<file path="config.mk">
export PLATFORM = sky130hd
export DESIGN_NAME = exc_collect_flat
export DESIGN_NICKNAME = d
export VERILOG_FILES = /design/src/rtl/exc_collect_pkg.sv /design/src/rtl/exc_collect_if.sv /design/src/rtl/exc_slot_reg.sv /design/src/rtl/exc_collect.sv /design/src/flat_wrapper.sv
export SDC_FILE = /design/constraint.sdc
export NUM_CORES = 1
export LEC_CHECK = 0
export CORE_MARGIN = 5
export CORE_UTILIZATION = 35
export CTS_BUF_LIST = sky130_fd_sc_hd__clkbuf_8
export CTS_CLUSTER_SIZE = 28
export DETAILED_ROUTE_END_ITERATION = 10
export PLACE_DENSITY = 0.9
export RECOVER_POWER = 50
export SYNTH_ARGS = -nofsm -noshare
export SYNTH_HDL_FRONTEND = slang
export SYNTH_SLANG_ARGS = --single-unit
</file>
<file path="constraint.sdc">
create_clock -name clk -period 1.35 [get_ports clk]
set_input_delay 0.2025 -clock clk [delete_from_list [all_inputs] [get_ports clk]]
set_output_delay 0.2025 -clock clk [all_outputs]
set_load 0.01 [all_outputs]
</file>
<file path="src/rtl/exc_collect_pkg.sv">
// Shared types and constants for the exception collector: ExcCode values, slot layout,
// FSM encoding and the memory-alignment fault helper.
package exc_collect_pkg;

    localparam logic [4:0] ExcNone = 5'd0;
    localparam logic [4:0] ExcAdEL = 5'd4;
    localparam logic [4:0] ExcAdES = 5'd5;
    localparam logic [4:0] ExcSys  = 5'd8;
    localparam logic [4:0] ExcBp   = 5'd9;
    localparam logic [4:0] ExcRI   = 5'd10;
    localparam logic [4:0] ExcOv   = 5'd12;

    localparam logic [31:0] ExcVectorDefault = 32'hBFC0_0380;

    typedef enum logic {
        StRun   = 1'b0,
        StRedir = 1'b1
    } exc_state_e;

    typedef struct packed {
        logic       valid;
        logic [4:0] code;
        logic       bd;
        logic       eret;
    } exc_slot_t;

    // size: 0=byte, 1=half, 2=word; bytes never fault
    function automatic logic mem_misaligned(input logic [1:0] size, input logic [1:0] addr);
        logic fault;
        fault = 1'b0;
        unique case (size)
            2'd1:    fault = addr[0];
            2'd2:    fault = (addr != 2'b00);
            default: fault = 1'b0;
        endcase
        return fault;
    endfunction

endpackage

</file>
<file path="src/rtl/exc_collect_if.sv">
// Pipeline/cp0 side signals of the exception collector. The master drives the pipeline
// inputs and consumes the cp0/redirect outputs; the slave is exc_collect itself.
interface exc_collect_if;
    logic [31:0] pc_F;
    logic        stall_D;
    logic        stall_E;
    logic        stall_M;
    logic        ri_D;
    logic        sys_D;
    logic        brk_D;
    logic        eret_D;
    logic        bd_D;
    logic        ov_E;
    logic        load_E;
    logic        store_E;
    logic [1:0]  size_E;
    logic [1:0]  addr_E;
    logic        req;
    logic [31:0] epc;
    logic [5:0]  HWInt_in;
    logic [5:0]  HWInt;
    logic [4:0]  ExcCode;
    logic        bd;
    logic        EXLClr;
    logic        flush;
    logic        redirect_valid;
    logic [31:0] redirect_pc;

    modport master (
        output pc_F, stall_D, stall_E, stall_M, ri_D, sys_D, brk_D, eret_D, bd_D,
        output ov_E, load_E, store_E, size_E, addr_E, req, epc, HWInt_in,
        input  HWInt, ExcCode, bd, EXLClr, flush, redirect_valid, redirect_pc
    );

    modport slave (
        input  pc_F, stall_D, stall_E, stall_M, ri_D, sys_D, brk_D, eret_D, bd_D,
        input  ov_E, load_E, store_E, size_E, addr_E, req, epc, HWInt_in,
        output HWInt, ExcCode, bd, EXLClr, flush, redirect_valid, redirect_pc
    );

endinterface

</file>
<file path="src/rtl/exc_slot_reg.sv">
// One pipeline exception slot (valid, code, bd, eret). Flush beats stall; a bubble is
// loaded when the upstream stage is stalled but this one is not.
module exc_slot_reg
    import exc_collect_pkg::*;
(
    input  logic      clk,
    input  logic      reset,
    input  logic      i_stall,
    input  logic      i_bubble,
    input  logic      i_flush,
    input  exc_slot_t i_slot,
    output exc_slot_t o_slot
);

    exc_slot_t r_slot;

    always_ff @(posedge clk) begin
        if (reset || i_flush) begin
            r_slot <= '0;
        end else if (!i_stall) begin
            r_slot <= i_bubble ? exc_slot_t'('0) : i_slot;
        end
    end

    assign o_slot = r_slot;

endmodule

</file>
<file path="src/rtl/exc_collect.sv">
// Collects exception causes along D/E/M, drives cp0 and issues a one-cycle fetch redirect.
// Optional macro EXC_INT_SYNC_EN adds a SYNC_STAGES-deep synchronizer on HWInt_in.
module exc_collect
    import exc_collect_pkg::*;
#(
    parameter logic [31:0] EXC_VECTOR = ExcVectorDefault
`ifdef EXC_INT_SYNC_EN
    ,
    parameter int unsigned SYNC_STAGES = 2
`endif
) (
    input logic          clk,
    input logic          reset,
    exc_collect_if.slave bus
);

    exc_slot_t   w_f_slot;
    exc_slot_t   w_d_next;
    exc_slot_t   w_e_next;
    exc_slot_t   w_d_slot;
    exc_slot_t   w_e_slot;
    exc_slot_t   w_m_slot;
    logic        w_exl_clr;
    logic        w_flush;
    logic        w_redirect_valid;
    logic        w_unused_pc;
    exc_state_e  r_state;
    logic [31:0] r_pc_nxt;

    assign w_unused_pc = ^bus.pc_F[31:2];

    // Each stage keeps the oldest cause; later causes only fill an empty code.
    always_comb begin
        w_f_slot       = '0;
        w_f_slot.valid = 1'b1;
        if (bus.pc_F[1:0] != 2'b00) w_f_slot.code = ExcAdEL;

        w_d_next    = w_d_slot;
        w_d_next.bd = bus.bd_D;
        if (w_d_next.code == ExcNone) begin
            if (bus.ri_D)       w_d_next.code = ExcRI;
            else if (bus.sys_D) w_d_next.code = ExcSys;
            else if (bus.brk_D) w_d_next.code = ExcBp;
        end
        w_d_next.eret = bus.eret_D && (w_d_next.code == ExcNone);

        w_e_next = w_e_slot;
        if (w_e_next.code == ExcNone) begin
            if (bus.ov_E) begin
                w_e_next.code = ExcOv;
            end else if ((bus.load_E || bus.store_E) && mem_misaligned(bus.size_E, bus.addr_E)) begin
                w_e_next.code = bus.load_E ? ExcAdEL : ExcAdES;
            end
        end
        if (w_e_next.code != ExcNone) w_e_next.eret = 1'b0;
    end

    exc_slot_reg u_slot_d (
        .clk      (clk),
        .reset    (reset),
        .i_stall  (bus.stall_D),
        .i_bubble (1'b0),
        .i_flush  (w_flush),
        .i_slot   (w_f_slot),
        .o_slot   (w_d_slot)
    );

    exc_slot_reg u_slot_e (
        .clk      (clk),
        .reset    (reset),
        .i_stall  (bus.stall_E),
        .i_bubble (bus.stall_D),
        .i_flush  (w_flush),
        .i_slot   (w_d_next),
        .o_slot   (w_e_slot)
    );

    exc_slot_reg u_slot_m (
        .clk      (clk),
        .reset    (reset),
        .i_stall  (bus.stall_M),
        .i_bubble (bus.stall_E),
        .i_flush  (w_flush),
        .i_slot   (w_e_next),
        .o_slot   (w_m_slot)
    );

    assign w_exl_clr        = w_m_slot.valid && w_m_slot.eret && !bus.req;
    assign w_redirect_valid = (r_state == StRedir);
    // Flush is held through the redirect cycle to kill the wrong-path fetch.
    assign w_flush          = bus.req || w_exl_clr || w_redirect_valid;

    always_ff @(posedge clk) begin
        if (reset) begin
            r_state  <= StRun;
            r_pc_nxt <= '0;
        end else begin
            unique case (r_state)
                StRun: begin
                    if (bus.req || w_exl_clr) begin
                        r_state  <= StRedir;
                        r_pc_nxt <= bus.req ? EXC_VECTOR : bus.epc;
                    end
                end
                StRedir: r_state <= StRun;
            endcase
        end
    end

    assign bus.ExcCode        = w_m_slot.valid ? w_m_slot.code : ExcNone;
    assign bus.bd             = w_m_slot.valid && w_m_slot.bd;
    assign bus.EXLClr         = w_exl_clr;
    assign bus.flush          = w_flush;
    assign bus.redirect_valid = w_redirect_valid;
    assign bus.redirect_pc    = r_pc_nxt;

`ifdef EXC_INT_SYNC_EN
    logic [5:0] r_hwint_sync [SYNC_STAGES];

    always_ff @(posedge clk) begin
        if (reset) begin
            r_hwint_sync <= '{default: '0};
        end else begin
            r_hwint_sync[0] <= bus.HWInt_in;
            for (int unsigned i = 1; i < SYNC_STAGES; i++) begin
                r_hwint_sync[i] <= r_hwint_sync[i-1];
            end
        end
    end

    assign bus.HWInt = r_hwint_sync[SYNC_STAGES-1];
`else
    assign bus.HWInt = bus.HWInt_in;
`endif

endmodule
</file>
<file path="src/flat_wrapper.sv">
// flat-port wrapper written by rule: the top's interface ports become plain ports
module exc_collect_flat import exc_collect_pkg::*;
#(
    parameter logic [31:0] EXC_VECTOR = ExcVectorDefault

)
  (clk, reset, bus_pc_F, bus_stall_D, bus_stall_E, bus_stall_M, bus_ri_D, bus_sys_D, bus_brk_D, bus_eret_D, bus_bd_D, bus_ov_E, bus_load_E, bus_store_E, bus_size_E, bus_addr_E, bus_req, bus_epc, bus_HWInt_in, bus_HWInt, bus_ExcCode, bus_bd, bus_EXLClr, bus_flush, bus_redirect_valid, bus_redirect_pc);
  exc_collect_if bus_i ();
  input logic clk;
  input logic reset;
  input wire logic [$bits(bus_i.pc_F)-1:0] bus_pc_F;
  input wire logic [$bits(bus_i.stall_D)-1:0] bus_stall_D;
  input wire logic [$bits(bus_i.stall_E)-1:0] bus_stall_E;
  input wire logic [$bits(bus_i.stall_M)-1:0] bus_stall_M;
  input wire logic [$bits(bus_i.ri_D)-1:0] bus_ri_D;
  input wire logic [$bits(bus_i.sys_D)-1:0] bus_sys_D;
  input wire logic [$bits(bus_i.brk_D)-1:0] bus_brk_D;
  input wire logic [$bits(bus_i.eret_D)-1:0] bus_eret_D;
  input wire logic [$bits(bus_i.bd_D)-1:0] bus_bd_D;
  input wire logic [$bits(bus_i.ov_E)-1:0] bus_ov_E;
  input wire logic [$bits(bus_i.load_E)-1:0] bus_load_E;
  input wire logic [$bits(bus_i.store_E)-1:0] bus_store_E;
  input wire logic [$bits(bus_i.size_E)-1:0] bus_size_E;
  input wire logic [$bits(bus_i.addr_E)-1:0] bus_addr_E;
  input wire logic [$bits(bus_i.req)-1:0] bus_req;
  input wire logic [$bits(bus_i.epc)-1:0] bus_epc;
  input wire logic [$bits(bus_i.HWInt_in)-1:0] bus_HWInt_in;
  output wire logic [$bits(bus_i.HWInt)-1:0] bus_HWInt;
  output wire logic [$bits(bus_i.ExcCode)-1:0] bus_ExcCode;
  output wire logic [$bits(bus_i.bd)-1:0] bus_bd;
  output wire logic [$bits(bus_i.EXLClr)-1:0] bus_EXLClr;
  output wire logic [$bits(bus_i.flush)-1:0] bus_flush;
  output wire logic [$bits(bus_i.redirect_valid)-1:0] bus_redirect_valid;
  output wire logic [$bits(bus_i.redirect_pc)-1:0] bus_redirect_pc;
  assign bus_i.pc_F = bus_pc_F;
  assign bus_i.stall_D = bus_stall_D;
  assign bus_i.stall_E = bus_stall_E;
  assign bus_i.stall_M = bus_stall_M;
  assign bus_i.ri_D = bus_ri_D;
  assign bus_i.sys_D = bus_sys_D;
  assign bus_i.brk_D = bus_brk_D;
  assign bus_i.eret_D = bus_eret_D;
  assign bus_i.bd_D = bus_bd_D;
  assign bus_i.ov_E = bus_ov_E;
  assign bus_i.load_E = bus_load_E;
  assign bus_i.store_E = bus_store_E;
  assign bus_i.size_E = bus_size_E;
  assign bus_i.addr_E = bus_addr_E;
  assign bus_i.req = bus_req;
  assign bus_i.epc = bus_epc;
  assign bus_i.HWInt_in = bus_HWInt_in;
  assign bus_HWInt = bus_i.HWInt;
  assign bus_ExcCode = bus_i.ExcCode;
  assign bus_bd = bus_i.bd;
  assign bus_EXLClr = bus_i.EXLClr;
  assign bus_flush = bus_i.flush;
  assign bus_redirect_valid = bus_i.redirect_valid;
  assign bus_redirect_pc = bus_i.redirect_pc;
  exc_collect #(.EXC_VECTOR(EXC_VECTOR)) u_core (.clk(clk), .reset(reset), .bus(bus_i));
endmodule
</file>
==> results.txt, run 1 <==
----------------------------------------------------
[Status]
  Run status ... finished clean

[Worst setup path]
  Arrival time at the worst endpoint ... around 1600 ps
  Cell Chain, Critical Path ... or3_4 > nor4b_4 > nand4b_1 > a21oi_1
  Slowest cell on crit path ... sky130_fd_sc_hd__or3_4
  Largest incremental delay on the critical path ... 400 ps
  Category of the worst setup path launch point ... register
  Endpoint type of the worst setup path ... register
  Worst Path Required ... 1580 ps
  Peak fanout along the critical path ... 2
  Category of the critical setup timing path ... register to register

[Synthesis]
  Sequential fraction of the synthesis area ... 50.1%
  Cell area after synthesis ... 0.00196 sq mm
  Count of synthesis-stage warnings from yosys ... 0
  Leading register cell type out of synthesis ... sky130_fd_sc_hd__dfxtp_1
  Post-synth EDFFs ... 0
  Number of instances in the synthesized netlist ... 230
  Distinct cell type count after synthesis ... 30
  Avg Synthesized Cell Area ... between 8 and 9 sq um
  Post-Synthesis Net Count ... 320
  Async set-or-reset flop fraction in the synthesized netlist ... 0%
  Count of state elements after synthesis ... 49

[Timing]
  Final critical delay including setup and external delays ... 1350 ps
  Setup slack of the critical path after layout ... 3.21 ps
  Final count of negative-setup-slack endpoints ... 0
  Total negative slack ... 0 ps
  Share of the clock period used by the worst path ... 99.8%
  Slew Limit Fails ... 0
  Peak Freq ... 743 MHz
  Worst hold slack ... slightly above 400 ps
  Hold violation count in the final report ... 0
  Clock Skew ... between 6 and 7 ps
  RSZ-0062 raised after global routing ... yes

[Place]
  Placer Congestion ... approximately 0.80
  Total of buffers placed on input and output ports ... 91
  Number of placed instances with taps included ... 397
  Post-placement worst setup slack ... -363 ps
  Estimated wirelength of the detail-placed design ... ~4.3 mm

[Detailed routing]
  Via count of the routed design ... 1958
  Routed length per placed instance ... between 10 and 15 um
  DRC errors left ... 0
  Detailed-router iteration count before antenna repair ... 4
  Violation count after the first detailed-routing iteration ... 68
  Remaining antenna violation count after routing ... 0
  Post-Route WL ... roughly 5.6 mm
  Number of vias per cell ... between 4 and 5

[Final layout]
  ANT cells ... 0
  Proportion of layout cells with a drive suffix above 1 ... 15.3%
  Area of the multi-input gates ... around 860 sq um
  Post-route non-filler standard cell count ... 405
  Number of fill cells ... 515
  Final design utilization ... between 50% and 60%
  Register area ... 983 sq um
  Area growth from synthesis to layout ... 59.9%
  Final net count ... 422

[Clocking]
  Clock sink total ... slightly below 50
  Library cell used as clock root buffer ... sky130_fd_sc_hd__clkbuf_8
  Max Root-Sink Buffers ... 2
  Setup Buffers After CTS ... 0
  CTS H-tree depth ... 2
  Clock-pin slew reported for the worst setup and hold paths after clock tree synthesis ... approximately 80 ps
  Clock tree from TritonCTS ... done
  Hold-fix buffers at CTS ... 0
  TritonCTS buffer count ... 5
  Clk Latency, worst-skew pair ... 290 ps

[Global routing]
  Largest net degree at the start of global routing ... 22
  Vias in the first global route ... 1961
  Leftover overflow at the end of global routing ... 0
  Wire length of the first global-routing pass ... just over 9 mm
  Global-route usage over all layers ... 15.4%
  Antenna violations before repair ... 0

[Job]
  Max-capacitance violation count ... 0

[Floorplan]
  Floorplan die width ... 84.8 um
  Die ar. ... 0.00719 sq mm
  Die outline height ... 84.8 um
  Core Region ... about 0.0055 sq mm
  Number of top-level design ports ... 135
  FP Rows ... 27
  Starting Density ... 35.8%

[Power]
  Leakage ... between 0.001 and 0.0015 uW
  Power density normalized to cell area ... 949 mW/mm^2
  Maximum vdd drop ... 488 uV

[Min path]
  Worst hold path type ... primary input to primary output

----------------------------------------------------
-- layout by cell type, fill, tap and decap left out, drive strengths merged, types with 2 or more instances in the layout --
cell            n
clkbuf         11
nand2           5
a22oi          26
dfxtp          49
or3             2
nand4           2
ha              2
nor3b           3
and2            5
nor4b           2
clkdlybuf4s50  49
dlygate4sd2    34
inv             4
a21oi          14
nor3           15
o21ai           3
buf            26
clkdlybuf4s15   3
nor4            2
nor2           66
-- through the flow --
step	cell area, sq um	power, uW
2_1_floorplan	1960	1700
3_3_place_gp	3050	1950
3_5_place_dp	3050	1970
4_1_cts	3150	3010
5_1_grt	3130	3110
6_report	3130	2970
-- metal layers --
layer  share of wire, %  track usage [%]
met1                 40             17.8
met2                 52             27.8
met3                6.0             3.43
met4                1.7             5.32
met5                  0                0
-- flip-flops by register name, summed over array words and instances (netlist names) --
name	flops
u_core.u_slot_d.o_slot	2
u_core.bus.redirect_pc	32
u_core.u_slot_m.o_slot	7
u_core.u_slot_e.o_slot	7
u_core.bus.redirect_valid	1
-- worst max-delay path: cells and delay by family (launching register included) --
family | cells | cell delay, ps
AND/OR/NAND/NOR | 3 | 810
flip-flops | 1 | 330
AO/OA/AOI/OAI | 1 | 150
-- cell type report --
type                    instances  area share [%]
repair buffers                118            33.9
flip-flops and latches         49            31.4
multi-input cells             154            27.5
well taps                      72            2.88
clock buffers                   6            2.64
clock inverters                 2            1.20
inverters                       4           0.480
-- worst paths after layout --
| path | from | end | slack (ps) | depth (start not counted) |
|---|---|---|---|---|
| worst max-delay path | u_core.u_slot_e.o_slot[3]$_SDFFE_PP0N_ | u_core.u_slot_m.o_slot[2]$_SDFFE_PP0N_ | 3 | 4 |
| worst min-delay path | bus_HWInt_in[3] | bus_HWInt[3] | 410 | 0 |
| worst max register to register | u_core.u_slot_e.o_slot[3]$_SDFFE_PP0N_ | u_core.u_slot_m.o_slot[2]$_SDFFE_PP0N_ | 3 | 4 |
| worst min register to register | u_core.u_slot_d.o_slot[7]$_SDFFE_PP0N_ | u_core.u_slot_d.o_slot[7]$_SDFFE_PP0N_ | 450 | 2 |
-- Yosys cell counts, drive strengths merged (2+ instances only) --
cell type | count | area [sq um]
inv | 4 | 15.0
buf | 16 | 104
a21oi | 14 | 70.1
ha | 2 | 25.0
nand4 | 2 | 12.5
and2 | 5 | 31.3
nor3b | 3 | 22.5
nor4b | 2 | 32.5
nor3 | 15 | 75.1
a22oi | 26 | 195
nand2 | 5 | 18.8
nor4 | 2 | 12.5
dfxtp | 49 | 981
or3 | 2 | 17.5
o21ai | 3 | 15.0
clkbuf | 7 | 26.3
nor2 | 66 | 253
-- what timing repair did --
item,CTS,global route
endpoints found under the setup margin,64,10
pin swaps,1,0
hold endpoints to repair,0,0
resized for setup,51,13
-- logic make-up after synthesis --
kind of cell               count (synthesis)  synth area share [%]
and+or+nand+nor                          106                  25.9
DFF                                       49                  50.1
AOI/OAI and AO/OA                         45                  15.1
buffers and inverters                     27                  7.41
adders and majority gates                  2                  1.28
other                                      1                 0.192
-- where the power goes --
group	switching, uW	internal [uW]
Clock	453	602
Combinational	169	245
Sequential	20.8	1480
Total	643	2330
No activity file was read; power rests on OpenSTA's default activity.
==> run 2, diff against run 1 <==
Settings changed: CAP_MARGIN set to 5, SLEW_MARGIN set to 20.
==> results of run 2 <==
The final DEF is identical to that of run 1; final timing and power are the same.
==> run 3, diff against run 2 <==
Settings changed: CORE_ASPECT_RATIO set to 0.9, PLACE_DENSITY 0.9 to 0.84, SYNTH_HIERARCHICAL set to 1.
==> run 3 against run 2 <==
Compared with the run above: the flow now finishes with violations (negative setup slack); maximum frequency fell by 19%; register-to-register slack got worse by 330 ps; sequential cell count rose by 6; clock skew fell by 1.5 ps; setup slack got worse by 330 ps; clock power rose by 18%; count of clock-buffer cells in the layout fell by 1; largest cell class is now multi-input combinational cells.
==> results.txt, run 3 <==
----------------------------------------------------
[Synthesis]
  Avg Synthesized Cell Area ... 8.80 sq um (+3.4%)
  Count of synthesis-stage warnings from yosys ... 6 (+6)
  Number of instances in the synthesized netlist ... 269 (+17%)
  Cell area after synthesis ... 0.00237 sq mm (+21%)

[Worst setup path]
  Category of the critical setup timing path ... register to register
  Peak fanout along the critical path ... 3 (+1)
  Category of the worst setup path launch point ... register
  Endpoint type of the worst setup path ... register
  Arrival time at the worst endpoint ... 1920 ps (+350 ps)
  Worst Path Required ... 1590 ps (about the same)

[Clocking]
  CTS H-tree depth ... 2 (unchanged)
  Clock tree from TritonCTS ... done
  Clock sink total ... 55 (+12%)
  Clk Latency, worst-skew pair ... 300 ps (about the same)
  Library cell used as clock root buffer ... sky130_fd_sc_hd__clkbuf_8
  Clock-pin slew reported for the worst setup and hold paths after clock tree synthesis ... 90 ps (about the same)
  Max Root-Sink Buffers ... 2 (unchanged)
  TritonCTS buffer count ... 5 (unchanged)

[Final layout]
  Commonest cells after routing, fill and taps aside ... sky130_fd_sc_hd__dfxtp_1 (51), sky130_fd_sc_hd__clkdlybuf4s50_1 (44), sky130_fd_sc_hd__nand2_1 (44)
  ANT cells ... 0 (unchanged)
  Number of fill cells ... 642 (+25%)
  Number of flip-flops under the largest register name ... 32 (unchanged)
  Proportion of layout cells with a drive suffix above 1 ... 24.2% (+8.9 points)
  Area growth from synthesis to layout ... 56.0%
  Commonest non-fill, non-tap cell in the layout ... sky130_fd_sc_hd__dfxtp_1
  Area of the multi-input gates ... 0.00121 sq mm (+41%)
  Final net count ... 469 (+11%)
  Register area ... 0.00111 sq mm (+13%)
  Final design utilization ... 56.1% (-1.1 points)

[Detailed routing]
  DRC errors left ... 0 (unchanged)
  Routed length per placed instance ... 13.7 um (-0.61%)
  Detailed-router iteration count before antenna repair ... 4 (unchanged)
  Number of vias per cell ... 4.82 (-0.32%)
  Post-Route WL ... 6.44 mm (+15%)
  Via count of the routed design ... 2265 (+16%)
  Violation count after the first detailed-routing iteration ... 112 (+65%)
  Remaining antenna violation count after routing ... 0 (unchanged)

[Floorplan]
  Core Region ... 0.00659 sq mm (+20%)
  Floorplan die width ... 96.7 um (+14%)
  FP Rows ... 28 (+3.7%)
  Die outline height ... 88.0 um (+3.8%)
  Starting Density ... 35.9% (+0.16 points)
  Die ar. ... 0.00851 sq mm (+18%)
  Number of top-level design ports ... 135 (unchanged)

[Place]
  Total of buffers placed on input and output ports ... 92 (+1.1%)
  Estimated wirelength of the detail-placed design ... 4.94 mm (+13%)
  Post-placement worst setup slack ... -824 ps (-461 ps)
  Placer Congestion ... 0.779 (-2.6%)

[Timing]
  Slew Limit Fails ... 0 (unchanged)
  Peak Freq ... 598 MHz (-19%)
  Clock Skew ... 5.52 ps (-1.46 ps)
  RSZ-0062 raised after global routing ... yes
  Final count of negative-setup-slack endpoints ... 37 (+37)
  Share of the clock period used by the worst path ... 124% (+24 points)
  Hold violation count in the final report ... 0 (unchanged)
  Setup slack of the critical path after layout ... -322 ps (-325 ps)
  Final critical delay including setup and external delays ... 1670 ps (+325 ps)

[Power]
  Maximum vdd drop ... 423 uV (-13%)
  Power density normalized to cell area ... 919 mW/mm^2 (-3.2%)
  Overall power of the completed layout ... 3390 uW (+14%)
  Leakage ... 0.00151 uW (+12%)

[Global routing]
  Largest net degree at the start of global routing ... 25 (+14%)
  Global-route usage over all layers ... 14.5% (-0.89 points)
  Antenna violations before repair ... 0 (unchanged)
  Leftover overflow at the end of global routing ... 0 (unchanged)
  Vias in the first global route ... 2183 (+11%)
  Wire length of the first global-routing pass ... 10.3 mm (+12%)

[Status]
  Failing checks ... negative setup slack
  Run status ... finished with violations

[Job]
  Max-capacitance violation count ... 0 (unchanged)

[Min path]
  Worst hold path type ... primary input to primary output

----------------------------------------------------
run 3: per-stage QoR:
stage	setup TNS (ps)	instance area (sq um)	hold slack, ps	instances
final	-2730	3690	405	470
after global routing	-5440	3690	405	470
after CTS	-1430	3680	405	468
after detailed placement	-15490	3570	405	460
after global placement	-13070	3570	405	460
after floorplan	-1070	2470	279	278
run 3: routing by layer:
layer | vias up | GRT usage, % | part of all wire (%)
li1 | 1136 | - | -
met1 | 1049 | 16.5 | 41
met2 | 67 | 26.9 | 52
met3 | 13 | 3.90 | 5.2
met4 | 0 | 4.59 | 1.5
met5 | - | 0 | 0
run 3: final timing paths:
| check | slack, ps | from | end | depth (start not counted) |
|---|---|---|---|---|
| min reg2reg | 480 | u_core/u_slot_e/o_slot[7]$_SDFFE_PP0N_ | u_core/u_slot_e/o_slot[7]$_SDFFE_PP0N_ | 2 |
| max | -320 | u_core/u_slot_d/o_slot[5]$_SDFFE_PP0N_ | u_core/u_slot_e/o_slot[5]$_SDFFE_PP0N_ | 5 |
| max reg2reg | -320 | u_core/u_slot_d/o_slot[5]$_SDFFE_PP0N_ | u_core/u_slot_e/o_slot[5]$_SDFFE_PP0N_ | 5 |
| min | 410 | bus_HWInt_in[1] | bus_HWInt[1] | 0 |
run 3: power breakdown:
part / switching [uW] / total [uW] / internal (uW)
logic: 191 / 470 / 278
clock network: 513 / 1250 / 734
registers: 20.9 / 1680 / 1660
run 3: critical path, cell delays in order, from the launching register on:
cell and delay [ps]:
sky130_fd_sc_hd__dfxtp_2 330, sky130_fd_sc_hd__or4_4 570, sky130_fd_sc_hd__nor2_4 110, sky130_fd_sc_hd__a21o_1 110
sky130_fd_sc_hd__or3b_4 370, sky130_fd_sc_hd__a21oi_2 130
run 3: cell type report:
class,count,share of cell area (%)
multi-input combinational,189,32.9
sequential,55,30.0
timing repair buffer,121,29.5
tap,90,3.05
clock buffer,5,1.86
clock inverter,3,1.73
inverter,7,0.915
run 3: timing repair:
item                       CTS  global route
pin swaps                   10            10
gates cloned                 0             0
resized for setup           71            20
buffers inserted             0             2
setup endpoints to repair   67            20
hold buffers                 0             0
